--- src/rtl/piso_serializer.sv ---
// Parallel-in/serial-out stage: valid/ready word load, one bit per clock, back-to-back frames.
// Optional PARITY_EN macro appends a parity bit (sense set by ODD_PARITY) after each word.
module piso_serializer #(
  parameter int WIDTH      = 8,
  parameter int MSB_FIRST  = 1,
  parameter int IDLE_LEVEL = 0,
  parameter int ODD_PARITY = 0
) (
  input  logic             clk,
  input  logic             reset,
  input  logic [WIDTH-1:0] data_in,
  input  logic             load_valid,
  output logic             load_ready,
  output logic             serial_out,
  output logic             bit_valid,
  output logic             frame_done,
  output logic             busy
);

  localparam int            CW       = (WIDTH > 1) ? $clog2(WIDTH) : 1;
  localparam logic [CW-1:0] LAST_IDX = CW'(WIDTH - 1);
  localparam logic          IDLE_BIT = (IDLE_LEVEL != 0);

  if (WIDTH < 2 || ODD_PARITY < 0 || ODD_PARITY > 1) begin : g_bad_params
    $error("piso_serializer: WIDTH must be >= 2 and ODD_PARITY must be 0 or 1");
  end

`ifdef PARITY_EN
  localparam logic ODD_BIT = (ODD_PARITY != 0);
  typedef enum logic [1:0] {IDLE, SHIFT, PAR} state_t;
`else
  localparam logic [CW-1:0] PRE_LAST_IDX = CW'(WIDTH - 2);
  typedef enum logic {IDLE, SHIFT} state_t;
`endif

  state_t           state_q, state_d;
  logic [CW-1:0]    cnt_q, cnt_d;
  logic [WIDTH-1:0] shreg_q, shreg_d;
  logic             serial_q, serial_d;
  logic             valid_q, valid_d;
  logic             done_q, done_d;
  logic             last_bit;
  logic             accept;
`ifdef PARITY_EN
  logic             par_q, par_d;
`endif

  // last_bit marks the cycle the final frame bit is on serial_out
`ifdef PARITY_EN
  assign last_bit = (state_q == PAR);
`else
  assign last_bit = (state_q == SHIFT) && (cnt_q == LAST_IDX);
`endif

  assign load_ready = ~reset & ((state_q == IDLE) | last_bit);
  assign accept     = load_valid & load_ready;
  assign busy       = (state_q != IDLE);
  assign serial_out = serial_q;
  assign bit_valid  = valid_q;
  assign frame_done = done_q;

  always_comb begin
    state_d  = state_q;
    cnt_d    = cnt_q;
    shreg_d  = shreg_q;
    serial_d = IDLE_BIT;
    valid_d  = 1'b0;
    done_d   = 1'b0;
`ifdef PARITY_EN
    par_d    = par_q;
`endif
    if (accept) begin
      state_d = SHIFT;
      cnt_d   = '0;
      valid_d = 1'b1;
      // The first bit goes straight to serial_out, so the register holds the word pre-shifted by one
      if (MSB_FIRST != 0) begin
        serial_d = data_in[WIDTH-1];
        shreg_d  = {data_in[WIDTH-2:0], 1'b0};
      end else begin
        serial_d = data_in[0];
        shreg_d  = {1'b0, data_in[WIDTH-1:1]};
      end
`ifdef PARITY_EN
      par_d = (^data_in) ^ ODD_BIT;
`endif
    end else begin
      case (state_q)
        SHIFT: begin
          if (cnt_q == LAST_IDX) begin
`ifdef PARITY_EN
            state_d  = PAR;
            serial_d = par_q;
            valid_d  = 1'b1;
            done_d   = 1'b1;
`else
            state_d  = IDLE;
`endif
          end else begin
            cnt_d   = cnt_q + CW'(1);
            valid_d = 1'b1;
            if (MSB_FIRST != 0) begin
              serial_d = shreg_q[WIDTH-1];
              shreg_d  = {shreg_q[WIDTH-2:0], 1'b0};
            end else begin
              serial_d = shreg_q[0];
              shreg_d  = {1'b0, shreg_q[WIDTH-1:1]};
            end
`ifndef PARITY_EN
            done_d = (cnt_q == PRE_LAST_IDX);
`endif
          end
        end
`ifdef PARITY_EN
        PAR:     state_d = IDLE;
`endif
        default: state_d = IDLE;
      endcase
    end
  end

  always_ff @(posedge clk) begin
    if (reset) begin
      state_q  <= IDLE;
      cnt_q    <= '0;
      shreg_q  <= '0;
      serial_q <= IDLE_BIT;
      valid_q  <= 1'b0;
      done_q   <= 1'b0;
`ifdef PARITY_EN
      par_q    <= 1'b0;
`endif
    end else begin
      state_q  <= state_d;
      cnt_q    <= cnt_d;
      shreg_q  <= shreg_d;
      serial_q <= serial_d;
      valid_q  <= valid_d;
      done_q   <= done_d;
`ifdef PARITY_EN
      par_q    <= par_d;
`endif
    end
  end

endmodule

--- config.mk ---
export PLATFORM = sky130hd
export DESIGN_NAME = piso_serializer
export DESIGN_NICKNAME = d
export VERILOG_FILES = /design/src/rtl/piso_serializer.sv
export SDC_FILE = /design/constraint.sdc
export NUM_CORES = 1
export LEC_CHECK = 0
export BUFFER_PORTS_ARGS = -buffer_cell sky130_fd_sc_hd__buf_4
export CAP_MARGIN = 10
export CORE_AREA = 4 4 41 43
export CTS_CLUSTER_DIAMETER = 50
export DETAILED_ROUTE_END_ITERATION = 8
export DIE_AREA = 0 0 45 47
export PLACE_DENSITY = 0.71
export RECOVER_POWER = 50
export SLEW_MARGIN = 20
export SYNTH_ARGS = -nofsm -noshare
export SYNTH_HDL_FRONTEND = slang
export SYNTH_SLANG_ARGS = --single-unit
--- constraint.sdc ---
create_clock -name clk -period 1.9 [get_ports clk]
set_clock_uncertainty 0.05 [all_clocks]
set_input_delay 0.285 -clock clk [delete_from_list [all_inputs] [get_ports clk]]
set_output_delay 0.285 -clock clk [all_outputs]
set_load 0.005 [all_outputs]
==> impl_metrics.env <==
export IMPL_coreArea_mm2=0.00130
export IMPL_area_growth_pct=16.0
export IMPL_syn_inst=62
export IMPL_antenna_cells=0
export IMPL_final_nets=90
export IMPL_drt_iter0_markers=4
export IMPL_seqCellArea_um2=260
export IMPL_synth_fp_nets=76
export IMPL_cts_made_buffers=3
export IMPL_cp_top_family="adder cells"
export IMPL_yosysWarnings=0
export IMPL_synth_enable_flop_cells=0
export IMPL_synth_top_area_frac=0.428
export IMPL_max_freq_mhz=572
export IMPL_final_setup_tns_ns=0
export IMPL_clock_latency_ns=0.27
export IMPL_tritoncts="yes"
export IMPL_setup_viol=0
export IMPL_ys_seq_elements=13
export IMPL_post_cts_buffers=0
export IMPL_htree_levels=1
export IMPL_startpoint="cnt_q[1]"
export IMPL_path_common_cell="ha_1"
export IMPL_syn_cell_area_um2=608
export IMPL_fin_util=0.542
export IMPL_wl_um=1060
export IMPL_gp_congestion=0.702
export IMPL_tightest_slew_ns=0.563
export IMPL_grt_ovfl_total=0
export IMPL_min_from="reset"
export IMPL_synthArstFlopShare=0
export IMPL_slowest_stage="dfxtp_1"
export IMPL_hold_buffers=0
export IMPL_cts_root_buf="clkbuf_4"
export IMPL_synth_area_top_cells="dfxtp_1, mux2i_1, a211oi_1"
export IMPL_grt_pass1_wl_um=1690
export IMPL_yosysSeqAreaShare=0.428
export IMPL_r2r_start="cnt_q[1]"
export IMPL_rsz0062_at_grt="false"
export IMPL_postSynthAreaPerCell_um2=9.81
export IMPL_status="complete, no violations"
export IMPL_grt_pass1_vias=412
export IMPL_hp_class="in2reg"
export IMPL_leakage_nw=0.319
export IMPL_multi_input_area_um2=284
export IMPL_drive_gt1_frac=0.253
export IMPL_dp_hpwl_um=764
export IMPL_drv_slew=0
export IMPL_yosysMostFrequentCell="dfxtp_1"
export IMPL_stdcell_area_um2=706
export IMPL_clock_path_buffers=2
export IMPL_grtUsageTotal=0.115
export IMPL_crit_path_end_kind="output pin"
export IMPL_fin_crit_ns=1.75
export IMPL_fillers=134
export IMPL_vias=466
export IMPL_yosys_most_used_dff="dfxtp_1"
export IMPL_ys_types=17
export IMPL_path_buf_inv=1
export IMPL_wl_per_cell_um=11.8
export IMPL_slew_headroom=0.625
export IMPL_path_clk_slew_ns=0.08
export IMPL_drc=0
export IMPL_drt_first_pass_iters=4
export IMPL_cp_start_kind="flip-flop"
export IMPL_path_class="reg2out"
export IMPL_die_area_mm2=0.00212
export IMPL_hold_viol=0
export IMPL_die_h_um=47
export IMPL_antenna_found_initial=0
export IMPL_path_cells="ha_1, ha_1, nor2b_4, nor2_1, buf_4"
export IMPL_crit_arrival_ns=1.41
export IMPL_portBuffers=15
export IMPL_grt_max_degree=17
export IMPL_maxCapViolations=0
export IMPL_initial_utilization=0.467
export IMPL_yosysTopAreaCell="dfxtp_1"
export IMPL_finalCritPeriodShare=0.920
export IMPL_max_stage_delay_ns=0.34
export IMPL_path_max_fanout=8
export IMPL_clock_sinks=13
export IMPL_placed_cell_area_um2=683
export IMPL_vias_per_cell=5.18
export IMPL_ant_nets=0
export IMPL_synthTopCellsByCount="dfxtp_1, nor2_1, mux2i_1"
export IMPL_power_density_mw_per_mm2=772
export IMPL_num_io_pins=16
export IMPL_num_rows=13
export IMPL_die_w_um=45
export IMPL_peakVddDrop_mv=0.403
export IMPL_critPathRequiredTime_ns=1.56
export IMPL_cts_resized=0
## cell type report
cell class | instances | area share
multi-input cells | 42 | 0.402
flip-flops and latches | 13 | 0.369
repair buffers | 15 | 0.160
clock buffers | 4 | 0.0372
well taps | 15 | 0.0266
inverters | 1 | 0.00532
## per-layer routing
metal / global-route usage / vias to the layer above / share of wire / wire (um)
li1: - / 238 / - / -
met1: 0.142 / 211 / 0.44 / 469
met2: 0.167 / 15 / 0.45 / 478
met3: 0.0575 / 2 / 0.097 / 103
met4: 0.0526 / 0 / 0.010 / 11
met5: 0 / - / 0 / 0
## power by group
group          leakage, nW  switching (mW)  internal (mW)
Clock               0.0150          0.0870         0.0813
Combinational        0.197          0.0365         0.0414
Sequential           0.107         0.00945          0.289
## cell families after synthesis
family	Yosys count	share of synthesized area
buf+inv	7	0.0988
flops	13	0.428
compound gates	10	0.113
fa+ha+maj	3	0.0617
mux	7	0.115
simple gates	22	0.183
## path summary, 6_finish.rpt
check / end / slack (ns) / cells past startpoint
worst min register to register: frame_done / 0.41 / 2
worst max register to register: shreg_q[4] / 0.24 / 5
worst max-delay path: load_ready / 0.15 / 5
worst min-delay path: cnt_q[1] / 0.23 / 2
## state kept, by name, indices dropped and copies added, names as in the netlist
| signal | count |
|---|---|
| cnt_q | 3 |
| bit_valid | 1 |
| shreg_q | 7 |
| serial_out | 1 |
| frame_done | 1 |
## placed cells by master (no fill, tap or decap), drive strengths merged
cell type	instances
dfxtp	13
buf	11
nor2	9
clkbuf	8
mux2i	7
a211oi	6
nand2	4
a21oi	4
ha	3
nand2b	2
nand3b	2
nor3	2
inv	1
nor2b	1
nand3	1
or3	1
## per-stage QoR
stage / power (mW) / hold slack [ns] / cells / worst slack [ns]
floorplan: 0.363 / 0.308 / 62 / 0.511
global placement: 0.384 / 0.401 / 86 / 0.318
detailed placement: 0.385 / 0.398 / 86 / 0.265
CTS: 0.552 / 0.209 / 90 / 0.143
global route: 0.576 / 0.215 / 90 / 0.0416
finish: 0.545 / 0.225 / 90 / 0.152
No activity file was read; power rests on OpenSTA's default activity.
